<file path="src/rtl/dmem_arbiter.sv">
// dmem_arbiter: shares the single data-memory port between the MEM stage (CPU) and a
// debug/loader requester.
//
// Priority: locked debug > starved debug > CPU (unless locked) > debug. A starvation
// counter forces a debug slot after STARVE_MAX consecutive denied cycles. Reads return
// one cycle after the grant; the owner of the outstanding read gets the rvalid strobe.
//
// Ports:
//   clock, reset                 clock and synchronous active-high reset
//   cpu_req/we/addr/wdata        CPU request; cpu_stall when it is not serviced
//   cpu_rdata, cpu_rvalid        CPU read return
//   dbg_req/we/addr/wdata        debug request (held stable until dbg_gnt)
//   dbg_lock                     debug has absolute priority; CPU never granted
//   dbg_gnt, dbg_rdata, dbg_rvalid  debug grant and read return
//   mem_addr/wdata/we, mem_rdata data_mem port (read data one cycle after issue)
//
// Optional build macro DMEM_ARB_PERF_EN adds:
//   stall_count  saturating count of cycles with cpu_stall high
//   dbg_forced   high on cycles where the debug grant came from starvation
module dmem_arbiter #(
    parameter int unsigned ADDR_W     = 16,
    parameter int unsigned DATA_W     = 32,
    parameter int unsigned STARVE_MAX = 8
) (
    input  logic              clock,
    input  logic              reset,
    input  logic              cpu_req,
    input  logic              cpu_we,
    input  logic [ADDR_W-1:0] cpu_addr,
    input  logic [DATA_W-1:0] cpu_wdata,
    output logic              cpu_stall,
    output logic [DATA_W-1:0] cpu_rdata,
    output logic              cpu_rvalid,
    input  logic              dbg_req,
    input  logic              dbg_we,
    input  logic [ADDR_W-1:0] dbg_addr,
    input  logic [DATA_W-1:0] dbg_wdata,
    input  logic              dbg_lock,
    output logic              dbg_gnt,
    output logic [DATA_W-1:0] dbg_rdata,
    output logic              dbg_rvalid,
    output logic [ADDR_W-1:0] mem_addr,
    output logic [DATA_W-1:0] mem_wdata,
    output logic              mem_we,
`ifdef DMEM_ARB_PERF_EN
    output logic [15:0]       stall_count,
    output logic              dbg_forced,
`endif
    input  logic [DATA_W-1:0] mem_rdata
);

    localparam logic [7:0] StarveMax = 8'(STARVE_MAX);

    typedef enum logic [1:0] {
        OwnNone,
        OwnCpu,
        OwnDbg
    } rd_owner_e;

    rd_owner_e  rd_owner_q, rd_owner_d;
    logic [7:0] starve_q, starve_d;
    logic       starve_full;
    logic       gnt_cpu, gnt_dbg;

    // Grant decision; forced off while reset is asserted.
    always_comb begin
        starve_full = (starve_q == StarveMax);
        gnt_cpu     = 1'b0;
        gnt_dbg     = 1'b0;
        if (!reset) begin
            if (dbg_lock && dbg_req) begin
                gnt_dbg = 1'b1;
            end else if (dbg_req && starve_full) begin
                gnt_dbg = 1'b1;
            end else if (cpu_req && !dbg_lock) begin
                gnt_cpu = 1'b1;
            end else if (dbg_req) begin
                gnt_dbg = 1'b1;
            end
        end
    end

    // Memory mux: CPU side is the idle default so the address bus follows the pipeline.
    always_comb begin
        cpu_stall = cpu_req && !gnt_cpu && !reset;
        dbg_gnt   = gnt_dbg;
        mem_addr  = gnt_dbg ? dbg_addr  : cpu_addr;
        mem_wdata = gnt_dbg ? dbg_wdata : cpu_wdata;
        mem_we    = (gnt_cpu && cpu_we) || (gnt_dbg && dbg_we);
    end

    // Read return; gating with reset squashes a response pending across reset entry.
    always_comb begin
        cpu_rdata  = mem_rdata;
        dbg_rdata  = mem_rdata;
        cpu_rvalid = !reset && (rd_owner_q == OwnCpu);
        dbg_rvalid = !reset && (rd_owner_q == OwnDbg);
    end

    always_comb begin
        rd_owner_d = OwnNone;
        if (gnt_cpu && !cpu_we) begin
            rd_owner_d = OwnCpu;
        end else if (gnt_dbg && !dbg_we) begin
            rd_owner_d = OwnDbg;
        end
    end

    always_comb begin
        starve_d = 8'd0;
        if (dbg_req && !gnt_dbg) begin
            starve_d = starve_full ? starve_q : starve_q + 8'd1;
        end
    end

    always_ff @(posedge clock) begin
        if (reset) begin
            rd_owner_q <= OwnNone;
            starve_q   <= 8'd0;
        end else begin
            rd_owner_q <= rd_owner_d;
            starve_q   <= starve_d;
        end
    end

`ifdef DMEM_ARB_PERF_EN
    logic [15:0] stall_count_q, stall_count_d;

    always_comb begin
        // A lock grant takes precedence, so it is never counted as a starvation slot.
        dbg_forced    = !reset && dbg_req && starve_full && !dbg_lock;
        stall_count_d = stall_count_q;
        if (cpu_stall && (stall_count_q != 16'hFFFF)) begin
            stall_count_d = stall_count_q + 16'd1;
        end
        stall_count = stall_count_q;
    end

    always_ff @(posedge clock) begin
        if (reset) begin
            stall_count_q <= 16'd0;
        end else begin
            stall_count_q <= stall_count_d;
        end
    end
`endif

endmodule

</file>
<file path="config.mk">
export PLATFORM = sky130hd
export DESIGN_NAME = dmem_arbiter
export DESIGN_NICKNAME = d
export VERILOG_FILES = /design/src/rtl/dmem_arbiter.sv
export SDC_FILE = /design/constraint.sdc
export NUM_CORES = 1
export LEC_CHECK = 0
export BUFFER_PORTS_ARGS = -buffer_cell sky130_fd_sc_hd__buf_2
export CORE_AREA = 2 2 99 101
export DETAILED_ROUTE_END_ITERATION = 10
export DIE_AREA = 0 0 101 103
export PLACE_DENSITY = 0.6
export SYNTH_ARGS = -nofsm -noshare
export SYNTH_HDL_FRONTEND = slang
export SYNTH_SLANG_ARGS = --single-unit
</file>
<file path="constraint.sdc">
create_clock -name clock -period 2 [get_ports clock]
set_clock_uncertainty 0.15 [all_clocks]
set_input_delay 0.2 -clock clock [delete_from_list [all_inputs] [get_ports clock]]
set_output_delay 0.2 -clock clock [all_outputs]
set_load 0.01 [all_outputs]
</file>
* After elaboration in Yosys (flattened, before gate mapping)
Cells that the tools add are included.
Storage, ports and cells: flip-flop bits (word level) 10, input bits 135, output and inout port bits 117
Operators by class: add/subtract/negate cells 1, equality and inequality tests 3, muxes and demuxes 13, bitwise logic cells 1, reduce and logical (&&, ||, !) cells 21
Operators by type and width (count):
- $mux W32 | 1
- $mux W16 | 1
- $logic_and A1 B1 Y1 | 12
- $mux W1 | 10
- $add A8 B1 Y8 const B | 1
- $eq A8 B4 Y1 const B | 1
- $logic_not A1 Y1 | 6
- $reduce_or A2 Y1 | 2
- $eq A2 B1 Y1 const B | 1
- $eq A2 B2 Y1 const B | 1
- $mux W2 | 1
- $logic_or A1 B1 Y1 | 1
- $not A1 Y1 | 1

* Depth between registers and ports, before layout
word-level depth 10, mapped depth 8, mapped depth without buffers 6

* Worst setup path after synthesis
Ideal clock, no wire load.
path kind register -> output, start reg starve_q[4], end out mem_addr[0], arrival time 1.656 ns, data required time 1.650 ns, slack -0.006 ns, cell stages (with the launch flop) 7, cell sequence dfxtp_1 or3_4 nor4_4 o211a_1 buf_6 buf_12 mux2_4
On the way: word-level cells in the longest chain between the ends 6
RTL lines:
- start: declaration | RTL line 61 | logic [7:0] starve_q, starve_d;
- start signal: assignment | RTL line 122 | starve_q <= starve_d;
- $eq A8 B4 Y1 | RTL line 67 | starve_full = (starve_q == StarveMax);
- $logic_and A1 B1 Y1 | RTL line 73 | end else if (dbg_req && starve_full) begin
- $mux W1 | RTL line 73
- $mux W1 | RTL line 71 | if (dbg_lock && dbg_req) begin
- $mux W1 | RTL line 70 | if (!reset) begin
- $mux W16 | RTL line 87 | mem_addr = gnt_dbg ? dbg_addr : cpu_addr;
- end: declaration | RTL line 42 | output logic [ADDR_W-1:0] mem_addr,
Every way passes these cells.

* Worst setup path in the final report
start reg starve_q[4], end out mem_wdata[22]
On the way: word-level cells in the longest chain between the ends 6
RTL lines:
- $eq A8 B4 Y1 | RTL line 67
- $logic_and A1 B1 Y1 | RTL line 73
- $mux W1 | RTL line 73
- $mux W1 | RTL line 71
- $mux W1 | RTL line 70
- $mux W32 | RTL line 88 | mem_wdata = gnt_dbg ? dbg_wdata : cpu_wdata;
- end: declaration | RTL line 43 | output logic [DATA_W-1:0] mem_wdata,
Every way passes these cells.

==> flow_summary_export.csv <==
group,metric,value,unit
status,status,"complete, but fails checks",
status,violations,"negative setup slack",
finish,syn2layout_area_growth,49.8,%
routing,wl_met2,2540,um
die,pin_count,252,
routing,wirelength,5460,um
placed_design,hpwl,4250,um
timing,period_share,1.20,
synth,synth_cell_types,24,
synth,ys_seq_area_frac,0.112,
critical_path,cp_top_family,"simple AND/OR/NAND/NOR gates",
placed_design,placed_area,0.00227,mm^2
routing,antenna_left,0,
die,die_x,101,um
critical_path,cp-endpoint,"mem_wdata[22]",
critical_path,crit_top_cell,"buf_6",
clocking,clkTransAtPathRegs,0.05,ns
clocking,clock_latency,0.23,ns
synth,syn_area_per_cell,10.6,um^2
routing,top_layer_used,"met4",
routing,avgRoutedWirePerCell,13.9,um
routing,met3_wirelength,753,um
global_route,grt_pass1_vias,1407,
global_route,grt_overflow_total,0,
synth,netlist_area,0.00179,mm^2
timing,slew_viol_final,0,
critical_path,path_buf_inv,3,
timing,rsz0062_at_grt,"true",
worst_hold_path,worstHoldStart,"mem_rdata[23]",
critical_path,crit_arrival,2.05,ns
critical_path,crit_cells,7,
finish,drive_above_1_share,0.854,
routing,wl_met1,2160,um
pwr,leakage,1.39,nW
synth,synthCells,169,
critical_path,r2r_cells,8,
worst_hold_path,hold_path.class,"input port to output port",
placed_design,place_ws,-0.156,ns
global_route,grt_first_pass_wirelength,6570,um
routing,drt_first_iter_violations,21,
placed_design,place.gp.congestion,0.665,
finish,final_common_cell,"buf_2",
finish,mostFrequentLayoutCells,"113 x buf_2, 47 x mux2_4, 46 x buf_6",
critical_path,timing.rr.start,"starve_q[0]$_SDFFE_PP0P_",
clocking,cts_buffers,3,
routing,drtPass1Iterations,3,
timing,finalHoldViolations,0,
synth,syn-num-nets,306,
pwr,total_power,0.973,mW
pwr,power.density,364,mW/mm^2
die,fp.dieArea,0.0104,mm^2
timing,fmaxAchievable,0.417,GHz
critical_path,cp-end-kind,"output port",
routing,avgViaCountPerCell,3.90,
clocking,cts_root_buf,"clkbuf_8",
pwr,vdd_drop_max,152,uV
clocking,clock_path_buffers,2,
clocking,clock-sinks,10,
critical_path,path_cells,"or3_4 -> nor4_4 -> buf_4 -> o211a_4 -> buf_6 -> mux2_4 -> buf_6",
timing,worst_slew_pin_slew,0.273,ns
timing,relSlewSlack,0.817,
global_route,antenna_found_initial,0,
die,die_h,103,um
global_route,grt_start_max_net_pins,16,
critical_path,critPathKind,"flip-flop to output port",
critical_path,worstPathRequired,1.65,ns
synth,ys_seq_elements,10,
clocking,cts_tree,"done",
finish,final_nets,418,
finish,final_area,0.00268,mm^2
timing,setup_tns,-18.89,ns
critical_path,cpPeakStageDelay,0.39,ns
die,rows,36,
critical_path,crit_slowest_cell,"or3_4",
timing,fin_crit,2.40,ns
die,core,0.00946,mm^2
critical_path,crit_path_max_fanout,4,
die,start_util,0.189,
routing,via_count,1535,
synth,ys_warn_count,0,
timing,setup_slack,-0.400,ns
global_route,track_usage,0.0801,
clocking,cts_max_level,1,
critical_path,r2r_end,"starve_q[2]$_SDFFE_PP0P_",
timing,setup_violations,59,
finish,insertedDiodeCount,0,
critical_path,cp-start-kind,"flip-flop",
routing,drc,0,
placed_design,port_buffers,155,
critical_path,r2r_setup_slack,-0.03,ns
flow_run,drv_cap,0,
critical_path,crit_path_start,"starve_q[4]$_SDFFE_PP0P_",
==> power breakdown <==
part / internal, mW / total (mW) / switching, mW
Clock: 0.173 / 0.248 / 0.0752
Combinational: 0.340 / 0.523 / 0.183
Sequential: 0.202 / 0.203 / 0.000924
Total: 0.714 / 0.973 / 0.259
==> worst min path at each step <==
stage	end	slack (ns)	cells past startpoint
finish	dbg_rdata[23]	0.25	0
global route	dbg_rdata[2]	0.25	0
CTS	cpu_rdata[6]	0.25	0
detailed placement	rd_owner_q[0]$_SDFF_PP0_	0.23	2
global placement	rd_owner_q[0]$_SDFF_PP0_	0.23	2
floorplan	rd_owner_q[0]$_SDFF_PP0_	0.12	1
==> layer usage <==
layer | vias to the layer above | global-route usage
met1 | 664 | 0.0866
met2 | 143 | 0.131
met3 | 2 | 0.0576
li1 | 726 | -
met4 | 0 | 0.0125
met5 | - | 0
==> cell type report <==
class	instances	area, um^2
Inverter	4	15.0
Timing Repair Buffer	177	1250
Tap cell	114	143
Sequential cell	10	204
Fill cell	1000	6780
Clock buffer	4	55.1
Multi-Input combinational cell	85	1010
==> state kept, by name (all words and copies together) (netlist names) <==
name and cells:
rd_owner_q 2, starve_q 8
==> through the flow <==
step,instances,utilization,hold slack (ns)
2_1_floorplan,169,-,0.122
3_3_place_gp,384,0.240,0.234
3_5_place_dp,384,0.240,0.233
4_1_cts,390,0.265,0.250
5_1_grt,394,0.283,0.250
6_report,394,0.283,0.250
==> cell families after synthesis <==
family                     count (synthesis)  share of synthesized area
DFF                                       10                      0.112
adders and majority gates                  2                     0.0140
and+or+nand+nor                           25                     0.0868
buffers and inverters                     75                      0.342
AOI/OAI and AO/OA                          3                     0.0147
muxes                                     48                      0.401
xor gates and xnor gates                   6                     0.0294
==> what timing repair did <==
| action | CTS | global route |
|---|---|---|
| hold endpoints to repair | 2 | 0 |
| pin swaps | 0 | 0 |
| cloned | 0 | 1 |
| setup endpoints to repair | 58 | 59 |
| gates resized for setup | 26 | 31 |
| hold buffers | 2 | 0 |
| setup buffers | 0 | 3 |
==> synth_stat cells (all sizes together) <==
cell type / count / area [um^2]
buf: 70 / 592
mux2: 48 / 717
dfxtp: 10 / 200
nor2: 8 / 30.0
nand3: 5 / 25.0
xor2: 5 / 43.8
inv: 4 / 15.0
nor3b: 3 / 22.5
and3: 2 / 12.5
ha: 2 / 25.0
nor2b: 2 / 12.5
a211oi: 1 / 7.51
a22o: 1 / 8.76
clkbuf: 1 / 3.75
nand2: 1 / 3.75
nand2b: 1 / 6.26
nor4: 1 / 21.3
o211a: 1 / 10.0
or3: 1 / 11.3
or4b: 1 / 10.0
xnor2: 1 / 8.76
Note: power is estimated with default switching activity, not from simulation.
